`src/rtl/branch_redirect_unit_pkg.sv`:
```
// Shared encodings for the ID-stage branch path: branch classes used by the
// condition checker and the redirect unit, the default reset fetch address,
// and the redirect unit's state encoding.
package branch_redirect_unit_pkg;

  typedef enum logic [1:0] {
    COND_NONE = 2'd0,
    COND_JUMP = 2'd1,
    COND_BEZ  = 2'd2,
    COND_BNE  = 2'd3
  } cond_e;

  localparam logic [31:0] RESET_PC_DEFAULT = 32'h0000_0000;

  typedef enum logic {
    ST_RUN     = 1'b0,
    ST_PENDING = 1'b1
  } bru_state_e;

  // True for the branch classes that may redirect fetch.
  function automatic logic is_branch(input logic [1:0] comm);
    return (comm == COND_JUMP) || (comm == COND_BEZ) || (comm == COND_BNE);
  endfunction

endpackage

```
`src/rtl/branch_redirect_unit_if.sv`:
```
// ID-stage decision inputs and IF-stage fetch outputs of the redirect unit.
interface branch_redirect_unit_if #(
  parameter int CNT_W = 16
) ();

  logic             freeze;
  logic             idValid;
  logic             brCond;
  logic [1:0]       cuBranchComm;
  logic [31:0]      pcId;
  logic [31:0]      immExt;
  logic [25:0]      jumpAddr;
  logic [31:0]      pc;
  logic             flushIfId;
  logic             redirectPending;
  logic [CNT_W-1:0] takenCount;

  // Pipeline / hazard side: drives the decision, consumes the fetch address.
  modport master (
    output freeze, idValid, brCond, cuBranchComm, pcId, immExt, jumpAddr,
    input  pc, flushIfId, redirectPending, takenCount
  );

  // Redirect unit side.
  modport slave (
    input  freeze, idValid, brCond, cuBranchComm, pcId, immExt, jumpAddr,
    output pc, flushIfId, redirectPending, takenCount
  );

endinterface

```
`src/rtl/branch_redirect_unit_target_calc.sv`:
```
// Branch / jump target computation for the instruction currently in ID.
module branch_target_calc
  import branch_redirect_unit_pkg::*;
(
  input  logic [31:0] pcId,
  input  logic [31:0] immExt,
  input  logic [25:0] jumpAddr,
  input  logic [1:0]  cuBranchComm,
  output logic [31:0] target
);

  logic signed [31:0] offset_s;

  // Jumps splice the field into the current 256 MB region; conditional
  // branches add the word offset to PC+4 with modular wrap.
  always_comb begin
    offset_s = $signed(immExt) <<< 2;
    target   = pcId;
    case (cuBranchComm)
      COND_JUMP: target = {pcId[31:28], jumpAddr, 2'b00};
      COND_BEZ,
      COND_BNE:  target = pcId + $unsigned(offset_s);
      default:   target = pcId;
    endcase
  end

endmodule

```
`src/rtl/branch_redirect_unit.sv`:
```
// Fetch PC owner: applies taken ID-stage branches as PC redirects with an
// IF/ID flush, parks a redirect while the pipeline is frozen, and counts
// applied redirects.
module branch_redirect_unit
  import branch_redirect_unit_pkg::*;
#(
  parameter logic [31:0] RESET_PC = RESET_PC_DEFAULT,
  parameter int          CNT_W    = 16
) (
  input  logic                  clk,
  input  logic                  rst,
  branch_redirect_unit_if.slave bus
);

  bru_state_e       state_q, state_d;
  logic [31:0]      pc_q, pc_d;
  logic [31:0]      pend_target_q, pend_target_d;
  logic [CNT_W-1:0] taken_count_q, taken_count_d;
  logic             flush;
  logic             accept;
  logic [31:0]      target;

  branch_target_calc u_target (
    .pcId         (bus.pcId),
    .immExt       (bus.immExt),
    .jumpAddr     (bus.jumpAddr),
    .cuBranchComm (bus.cuBranchComm),
    .target       (target)
  );

  // Next-state decode: redirect now, park the redirect under a stall,
  // release a parked redirect, or fall through sequentially.
  always_comb begin
    state_d       = state_q;
    pc_d          = pc_q;
    pend_target_d = pend_target_q;
    taken_count_d = taken_count_q;
    flush         = 1'b0;
    accept        = bus.idValid & bus.brCond & is_branch(bus.cuBranchComm)
                    & (state_q == ST_RUN);
    case (state_q)
      ST_RUN: begin
        if (accept && !bus.freeze) begin
          pc_d          = target;
          flush         = 1'b1;
          taken_count_d = taken_count_q + 1'b1;
        end else if (accept) begin
          // First decision wins; later operand changes during the stall
          // are ignored.
          pend_target_d = target;
          state_d       = ST_PENDING;
        end else if (!bus.freeze) begin
          pc_d = pc_q + 32'd4;
        end
      end
      ST_PENDING: begin
        if (!bus.freeze) begin
          pc_d          = pend_target_q;
          flush         = 1'b1;
          taken_count_d = taken_count_q + 1'b1;
          state_d       = ST_RUN;
        end
      end
      default: state_d = ST_RUN;
    endcase
  end

  // State, fetch PC, parked target and counter; reset drops any parked redirect.
  always_ff @(posedge clk) begin
    if (rst) begin
      state_q       <= ST_RUN;
      pc_q          <= RESET_PC;
      pend_target_q <= 32'h0;
      taken_count_q <= '0;
    end else begin
      state_q       <= state_d;
      pc_q          <= pc_d;
      pend_target_q <= pend_target_d;
      taken_count_q <= taken_count_d;
    end
  end

  assign bus.pc              = pc_q;
  assign bus.flushIfId       = flush & ~rst;
  assign bus.redirectPending = (state_q == ST_PENDING) & ~rst;
  assign bus.takenCount      = taken_count_q;

endmodule

```
`src/flat_wrapper.sv`:
```
// flat-port wrapper written by rule: the top's interface ports become plain ports
module branch_redirect_unit_flat import branch_redirect_unit_pkg::*;
#(
  parameter logic [31:0] RESET_PC = RESET_PC_DEFAULT,
  parameter int          CNT_W    = 16
)
  (clk, rst, bus_freeze, bus_idValid, bus_brCond, bus_cuBranchComm, bus_pcId, bus_immExt, bus_jumpAddr, bus_pc, bus_flushIfId, bus_redirectPending, bus_takenCount);
  branch_redirect_unit_if #(.CNT_W(CNT_W)) bus_i ();
  input  logic clk;
  input  logic rst;
  input wire logic [$bits(bus_i.freeze)-1:0] bus_freeze;
  input wire logic [$bits(bus_i.idValid)-1:0] bus_idValid;
  input wire logic [$bits(bus_i.brCond)-1:0] bus_brCond;
  input wire logic [$bits(bus_i.cuBranchComm)-1:0] bus_cuBranchComm;
  input wire logic [$bits(bus_i.pcId)-1:0] bus_pcId;
  input wire logic [$bits(bus_i.immExt)-1:0] bus_immExt;
  input wire logic [$bits(bus_i.jumpAddr)-1:0] bus_jumpAddr;
  output wire logic [$bits(bus_i.pc)-1:0] bus_pc;
  output wire logic [$bits(bus_i.flushIfId)-1:0] bus_flushIfId;
  output wire logic [$bits(bus_i.redirectPending)-1:0] bus_redirectPending;
  output wire logic [$bits(bus_i.takenCount)-1:0] bus_takenCount;
  assign bus_i.freeze = bus_freeze;
  assign bus_i.idValid = bus_idValid;
  assign bus_i.brCond = bus_brCond;
  assign bus_i.cuBranchComm = bus_cuBranchComm;
  assign bus_i.pcId = bus_pcId;
  assign bus_i.immExt = bus_immExt;
  assign bus_i.jumpAddr = bus_jumpAddr;
  assign bus_pc = bus_i.pc;
  assign bus_flushIfId = bus_i.flushIfId;
  assign bus_redirectPending = bus_i.redirectPending;
  assign bus_takenCount = bus_i.takenCount;
  branch_redirect_unit #(.RESET_PC(RESET_PC), .CNT_W(CNT_W)) u_core (.clk(clk), .rst(rst), .bus(bus_i));
endmodule
```
`config.mk`:
```
export PLATFORM = sky130hd
export DESIGN_NAME = branch_redirect_unit_flat
export DESIGN_NICKNAME = d
export VERILOG_FILES = /design/src/rtl/branch_redirect_unit_pkg.sv /design/src/rtl/branch_redirect_unit_if.sv /design/src/rtl/branch_redirect_unit_target_calc.sv /design/src/rtl/branch_redirect_unit.sv /design/src/flat_wrapper.sv
export SDC_FILE = /design/constraint.sdc
export NUM_CORES = 1
export LEC_CHECK = 0
export CAP_MARGIN = 5
export CORE_UTILIZATION = 50
export DETAILED_ROUTE_END_ITERATION = 10
export PLACE_DENSITY = 0.83
export SKIP_CTS_REPAIR_TIMING = 1
export SYNTH_ARGS = -nofsm -noshare
export SYNTH_HDL_FRONTEND = slang
export SYNTH_SLANG_ARGS = --single-unit
```
`constraint.sdc`:
```
create_clock -name clk -period 4 [get_ports clk]
set_clock_uncertainty 0.05 [all_clocks]
set_input_delay 0.8 -clock clk [delete_from_list [all_inputs] [get_ports clk]]
set_output_delay 0.8 -clock clk [all_outputs]
set_load 0.01 [all_outputs]
```
Word level (Yosys, flattened, before mapping)
Cells that the tools add are included.
Word-level totals
  input bits: 97
  word-level logic and storage cells: 46
  flip-flop bits (word level): 81
Operators by class
  eq/ne operators: 7
  $add $sub $neg: 3
  muxes and demuxes: 16
  reduce and logical (&&, ||, !) cells: 8
  bitwise logic cells: 8
Operator list (number)
  32-bit two-way mux: 4
  32-bit case mux with 2 select lines: 2
  32-bit by 3-bit adder with 32-bit output (second input constant): 1
  32-bit adder: 1
  16-bit two-way mux: 2
  16-bit case mux with 2 select lines: 1
  16-bit by 1-bit adder with 16-bit output (second input constant): 1
  3-bit inequality test (second input constant): 2
  3-bit AND reduction: 2
  1-bit bitwise AND: 5
  1-bit two-way mux: 5
  2-bit == test (second input constant): 2
  2-bit inequality test (second input constant): 2
  1-bit case mux with 2 select lines: 2
  1-bit NOT: 3
  2-bit by 1-bit == test with 1-bit output (second input constant): 1
  1-bit logical OR: 2
  2-bit AND reduction: 1
  2-bit OR reduction: 1
  1-bit logical AND: 1
  1-bit zero test: 1

Depth between registers and ports, before layout
Gate-level depths: netlist of the first run.
  depth in word-level cells: 9
  depth in mapped cells: 12
  depth with buffers taken out: 12

Modules after synthesis
Synthesis of the first run repeated with hierarchy kept, for this count alone.
Second synthesis, totals
  cell total of the unflattened synthesis: 865
  area total of the unflattened synthesis: 6454.9 sq um
Modules (own cells, without submodules)
  branch_redirect_unit: times used 1, area an instance 4244.1 sq um, seq. area each 1621.6 sq um, cells each 553
  branch_target_calc: times used 1, area an instance 2210.9 sq um, seq. area each 0.0 sq um, cells each 312

Worst setup path after synthesis of the first run
No wires, ideal clock.
  kind: input to register
  start: in bus_immExt[1]
  end: reg u_core.pc_q[29] (netlist: u_core.bus.pc[29])
  arrival time: 3078 ps
  library setup time: 86 ps
  buffers on the path: 0
  required time: 3864 ps
  setup slack: 785 ps
  stages on the path: 10
  cell sequence: ha_1 -> a211oi_2 -> o21ai_2 -> o2111a_2 -> o41ai_4 -> o21ai_4 -> a21oi_2 -> mux2_4 -> or2_1 -> a221oi_2
Between the ends
  longest elaborated chain between the ends: 4
RTL lines
  start: declaration: line flat_wrapper.sv:16  | input wire logic [$bits(bus_i.immExt)-1:0] bus_immExt;
  32-bit adder: line branch_redirect_unit_target_calc.sv:22  | COND_BNE: target = pcId + $unsigned(offset_s);
  32-bit case mux with 2 select lines: line branch_redirect_unit_target_calc.sv:19  | case (cuBranchComm)
  32-bit two-way mux: line branch_redirect_unit.sv:43  | if (accept && !bus.freeze) begin
  32-bit case mux with 2 select lines: line branch_redirect_unit.sv:41  | case (state_q)
  end signal: assignment: line branch_redirect_unit.sv:77  | pc_q <= pc_d;
  end: declaration: line branch_redirect_unit.sv:16  | logic [31:0] pc_q, pc_d;
Every way passes these cells.
A chain may end at the register's enable or synchronous reset.

Worst setup path in the final report of the first run
  start: in bus_pcId[2]
  end: reg u_core.pc_q[26] (netlist: u_core.bus.pc[26])
Between the ends
  longest elaborated chain between the ends: 4
RTL lines
  start: declaration: line flat_wrapper.sv:15  | input wire logic [$bits(bus_i.pcId)-1:0] bus_pcId;
  32-bit adder: line branch_redirect_unit_target_calc.sv:22
  32-bit case mux with 2 select lines: line branch_redirect_unit_target_calc.sv:19
  32-bit two-way mux: line branch_redirect_unit.sv:43
  32-bit case mux with 2 select lines: line branch_redirect_unit.sv:41
Every way passes these cells.

==> reports/qor.yml, run 1 <==
synth_common_cells: "121 x nor2_1, 105 x a21oi_1, 81 x dfxtp_1"
wl_per_cell_um: 16.1
die_area_um2: 12900
rr_worst_depth: 10
fmax_mhz: 274
hold_class: "reg -> reg"
hold_viol: 0
synth_nets: 964
cts.clk_slew.worst_paths_ps: 60
r2r_slack_ps: 1310
hpwl_um: 13500
dp_slack_ps: 56.6
numCtsBuffers: 9
antenna_left: 0
grt_overflow_total: 0
ioPinCount: 147
grt_start_max_net_pins: 63
regArea_um2: 1620
grtUsageTotal_pct: 28.2
cts_tree: "built"
diodes: 0
drt-initial-drc-count: 543
synth_most_common_cell: "nor2_1"
max_stage_delay_ps: 490
drc_errors: 0
min_delay_path_depth: 2
placed_cell_area_um2: 7830
synth_seq_cells: 81
cts_buffer_depth: 2
max_cap_viol_count: 0
syn_area_per_cell_um2: 7.46
cp_max_fo: 3
path_class: "in -> reg"
crit_arrival_ps: 3830
first_global_vias: 6084
drtPass1Iterations: 6
async_reset_ff_share_pct: 0
finalNetCount: 1090
num_vias: 6611
post-route-cell-area_um2: 8130
cpMaxStageDelayCell: "clkdlybuf4s50_1"
fin_util_pct: 67.4
row_count: 40
start_kind: "primary input"
end_kind: "flop"
synthDistinctLibCells: 73
tightest_slew_ps: 583
seq_area_frac_synth_pct: 26.0
place.gp.congestion: 0.898
portBuffers: 144
min_period_over_period_pct: 91.3
core_area_um2: 12100
synth_edf_count: 0
timing.final.ws_setup_ps: 348
cts_max_level: 3
synthTopCellsByArea: "dfxtp_1 26%, a21oi_1 8.4%, nor2_1 7.3%"
grt_setup_unrepaired: "no"
wl_um: 18200
vdd_ir_drop_max_mv: 0.309
fill_cells: 1032
start_util_pct: 51.7
critPathMostFrequentCell: "nand2b_1"
viasPerCell: 5.83
maxSlewViolCount: 0
grt_first_pass_wirelength_um: 29300
p_leak_nw: 3.04
critPathLaunch: "bus_pcId[2]"
cts_root_buf: "clkbuf_16"
required_ps: 4180
ys_warn_count: 0
clk_latency_ps: 340
power_mw: 2.42
synth_top_flop_cell: "dfxtp_1"
setup_viol: 0
crit_end: "u_core.bus.pc[26]$_SDFFE_PP0P_"
area_growth_pct: 30.4
crit_chain: "clkdlybuf4s50_1 -> ha_1 -> inv_1 -> fa_1 -> nand2b_1 -> a21o_1 -> a211oi_1 -> o2111ai_1 -> nand2b_1 -> a31oi_1 -> xnor2_1 -> a21oi_1 -> a2111oi_0"
multiInputGateArea_um2: 4340
regToRegEndpoint: "u_core.bus.pc[22]$_SDFFE_PP0P_"
max-slew-margin-rel_pct: 60.7
period_minus_slack_ps: 3650
chipWidth_um: 114
syn_area_um2: 6230
regToRegStartpoint: "u_core.bus.pc[2]$_SDFFE_PP0P_"
die_y_um: 114
status: "finished clean"
yosysTopAreaCell: "dfxtp_1"
drive_gt1_share_pct: 6.52
power_density_nw_per_um2: 297
synth_top_area_share_pct: 26.0
fin_tns_setup_ps: 0
antenna_found_initial: 0
postSynthCellCount: 835
cts.sinks: 81
state kept, by name (all words and copies together) (netlist names):
name                   count
u_core.pend_target_q      32
u_core.bus.takenCount     16
u_core.bus.pc             32
u_core.state_q             1
worst max-delay path: cells and delay by family:
kind / cells / cell delay [ps]
XOR/XNOR: 1 / 160
AO/OA/AOI/OAI: 6 / 1420
buffers and inverters: 2 / 550
adder cells (fa/ha/maj): 2 / 550
AND/OR/NAND/NOR: 2 / 350
cell usage in the layout, fill, tap and decap left out, drive strengths merged, types with 10 or more instances in the layout:
cell           count
a221oi            13
clkdlybuf4s50    140
nor3              24
buf               22
nand2             78
a21oi            107
ha                31
a211oi            31
xnor2             33
nand4             13
nor2             122
a21o              10
o21ai             39
nand2b            10
dfxtp             81
nand3             20
inv               22
xor2              26
mux2i             22
clkbuf            11
logic make-up (layout without fill, tap and decap cells):
kind of cell    after synthesis  in the layout  share of synthesized area [%]
fa+ha+maj                    32             32                           6.54
compound gates              261            261                           28.2
simple gates                307            307                           22.5
flops                        81             81                           26.0
buf+inv                      70            201                           4.38
mux                          25             25                           4.14
xor+xnor                     59             59                           8.29
layout make-up:
type,instances,share of cell area (%)
Timing Repair Buffer,162,19.3
Clock buffer,11,2.99
Multi-Input combinational cell,684,53.4
Inverter,23,1.06
Clock inverter,5,0.677
Sequential cell,81,20.0
Tap cell,168,2.59
worst min-delay path by stage:
stage | startpoint | end | slack [ps]
after floorplan | u_core.pend_target_q[0]$_SDFFE_PP0P_ | u_core.pend_target_q[0]$_SDFFE_PP0P_ | 380
after global placement | u_core.pend_target_q[0]$_SDFFE_PP0P_ | u_core.pend_target_q[0]$_SDFFE_PP0P_ | 390
after detailed placement | u_core.pend_target_q[1]$_SDFFE_PP0P_ | u_core.pend_target_q[1]$_SDFFE_PP0P_ | 390
after CTS | u_core.pend_target_q[1]$_SDFFE_PP0P_ | u_core.pend_target_q[1]$_SDFFE_PP0P_ | 400
after global routing | u_core.pend_target_q[21]$_SDFFE_PP0P_ | u_core.pend_target_q[21]$_SDFFE_PP0P_ | 420
final | u_core.pend_target_q[1]$_SDFFE_PP0P_ | u_core.pend_target_q[1]$_SDFFE_PP0P_ | 400
through the flow:
| stage | cells | hold WS (ps) |
|---|---|---|
| floorplan | 835 | 382 |
| global placement | 1118 | 391 |
| detailed placement | 1118 | 394 |
| CTS | 1134 | 402 |
| global route | 1134 | 421 |
| finish | 1134 | 401 |
power by group:
group | internal (mW) | switching, mW | total (mW) | leakage [nW]
logic | 0.335 | 0.370 | 0.705 | 2.23
clock network | 0.498 | 0.330 | 0.829 | 0.142
registers | 0.842 | 0.0395 | 0.882 | 0.661
total | 1.68 | 0.740 | 2.42 | 3.04
routing by layer:
layer  up-vias  part of all wire (%)  GRT usage (%)
met5         -                     0              0
met4         0                   2.5           8.86
met3        36                   6.5           4.57
met2       258                    47           48.1
met1      3061                    44           36.4
li1       3256                     -              -
(Power assumes the default switching activity.)
==> run 2, diff against run 1 <==
--- a/config.mk
+++ b/config.mk
@@ -10,3 +10,3 @@
 export DETAILED_ROUTE_END_ITERATION = 10
-export PLACE_DENSITY = 0.83
+export PLACE_DENSITY = 0.85
 export SKIP_CTS_REPAIR_TIMING = 1
@@ -15 +15,2 @@
 export SYNTH_SLANG_ARGS = --single-unit
+export TNS_END_PERCENT = 20
==> constraint.sdc (replaced) <==
create_clock -name clk -period 4 [get_ports clk]
set_clock_uncertainty 0.05 [all_clocks]
set_input_delay 1 -clock clk [delete_from_list [all_inputs] [get_ports clk]]
set_output_delay 1 -clock clk [all_outputs]
set_load 0.01 [all_outputs]
==> run 2 against run 1 <==
Setup slack got worse by 180 ps. Clock-buffer cell count increased by 1. First-iteration DRC count increased by 3.1%. Sequential share of layout area decreased by 0.34 points. Largest cell class unchanged. Hold slack improved by 2.6 ps. Flip-flop and latch count unchanged. Via count increased by 1.9%. Non-clock buffer count increased by 11. Register-to-register slack improved by 60 ps.
==> reports/qor.yml, run 2 (synthesized netlist as in run 1, its figures left out) <==
max_stage_delay_ps: 480  # about the same
regArea_um2: 1620  # unchanged
drc_errors: 0  # unchanged
cts.clk_slew.worst_paths_ps: 60  # about the same
start_kind: "primary input"
p_leak_nw: 3.12  # +2.8%
max_cap_viol_count: 0  # unchanged
numCtsBuffers: 9  # unchanged
antenna_found_initial: 0  # unchanged
drive_gt1_share_pct: 7.78  # +1.3 points
grt_overflow_total: 0  # unchanged
antenna_left: 0  # unchanged
fin_util_pct: 68.6  # +1.2 points
wl_per_cell_um: 16.3  # +1.5%
hold_class: "reg -> reg"
cts.sinks: 81  # unchanged
cp_max_fo: 3  # unchanged
grt_first_pass_wirelength_um: 29300  # about the same
core_area_um2: 12100  # unchanged
rr_worst_depth: 9  # -1
first_global_vias: 6027  # -0.94%
viasPerCell: 5.88  # +0.93%
hpwl_um: 13500  # -0.34%
power_mw: 2.60  # +7.7%
cts_buffer_depth: 2  # unchanged
cts_root_buf: "clkbuf_16"
clk_latency_ps: 340  # about the same
min_delay_path_depth: 2  # unchanged
cts_max_level: 3  # unchanged
vdd_ir_drop_max_mv: 0.370  # +20%
tightest_slew_ps: 874  # +290 ps
area_growth_pct: 32.7
grt_start_max_net_pins: 82  # +30%
chipWidth_um: 114  # unchanged
maxSlewViolCount: 0  # unchanged
wl_um: 18700  # +2.5%
r2r_slack_ps: 1370  # +60 ps
place.gp.congestion: 0.901  # +0.32%
power_density_nw_per_um2: 314  # +5.8%
grtUsageTotal_pct: 28.4  # +0.18 points
crit_arrival_ps: 4020  # +190 ps
crit_chain: "clkdlybuf4s50_1 -> ha_1 -> inv_1 -> fa_1 -> nand2b_1 -> a21o_1 -> a211oi_1 -> buf_4 -> o2111ai_1 -> a21oi_1 -> a41o_1 -> nor2_1 -> xor2_1 -> a311oi_1"
cts_tree: "built"
grt_setup_unrepaired: "no"
layout_commonest_cell: "clkdlybuf4s50_1"
required_ps: 4190  # about the same
ioPinCount: 147  # unchanged
period_minus_slack_ps: 3830  # +180 ps
finalNetCount: 1101  # +1.0%
num_vias: 6737  # +1.9%
max-slew-margin-rel_pct: 41.8  # -19 points
start_util_pct: 51.7  # unchanged
die_area_um2: 12900  # unchanged
diodes: 0  # unchanged
drtPass1Iterations: 5  # -1
portBuffers: 144  # unchanged
min_period_over_period_pct: 95.8  # +4.5 points
setup_viol: 0  # unchanged
cpMaxStageDelayCell: "clkdlybuf4s50_1"
die_y_um: 114  # unchanged
path_class: "in -> reg"
hold_viol: 0  # unchanged
multiInputGateArea_um2: 4350  # +0.14%
row_count: 40  # unchanged
drt-initial-drc-count: 560  # +3.1%
fmax_mhz: 261  # -4.7%
layout_common_cells: "140 x clkdlybuf4s50_1, 120 x nor2_1, 105 x a21oi_1"
fill_cells: 1006  # -2.5%
status: "finished clean"
end_kind: "flop"
## run 2: worst max-delay path: cells and delay by family
family / cells / cell delay [ps]
and+or+nand+nor: 2 / 230
AOI/OAI and AO/OA: 6 / 1350
buffers and inverters: 3 / 700
adders and majority gates: 2 / 570
xor gates and xnor gates: 1 / 170
## run 2: stage by stage
stage	cell area, um^2	setup TNS [ps]	worst slack, ps	hold slack, ps	cells
after CTS	8260	0	159	405	1145
after global routing	8270	0	14.7	426	1145
final	8270	0	169	404	1145
after detailed placement	7900	-632	-179	397	1129
after global placement	7900	-177	-65.7	390	1129
after floorplan	6230	0	585	382	835
## run 2: metal layers
metal / vias to the layer above / wire (um) / GRT usage (%)
met1: 3153 / 7940 / 36.5
met4: 0 / 338 / 8.60
met5: - / 0 / 0
met3: 23 / 1220 / 4.25
li1: 3286 / - / -
met2: 275 / 9160 / 48.9
## run 2: path summary, 6_finish.rpt
kind	startpoint	end
max	bus_pcId[2]	u_core.pend_target_q[30]$_SDFFE_PP0P_
min	u_core.pend_target_q[1]$_SDFFE_PP0P_	u_core.pend_target_q[1]$_SDFFE_PP0P_
max reg2reg	u_core.state_q$_SDFF_PP0_	u_core.bus.pc[6]$_SDFFE_PP0P_
min reg2reg	u_core.pend_target_q[1]$_SDFFE_PP0P_	u_core.pend_target_q[1]$_SDFFE_PP0P_
## run 2: report_power, final
| part | total (mW) | leakage (nW) | switching [mW] | internal [mW] |
|---|---|---|---|---|
| Combinational | 0.725 | 2.28 | 0.378 | 0.347 |
| Clock | 0.992 | 0.175 | 0.331 | 0.661 |
| Sequential | 0.883 | 0.661 | 0.0407 | 0.842 |
## run 2: area by class of cell
class,instances,share of cell area (%)
Clock inverter,4,1.18
Clock buffer,12,3.22
Timing Repair Buffer,173,19.8
Tap cell,168,2.54
Multi-Input combinational cell,684,52.6
Sequential cell,81,19.6
Inverter,23,1.04
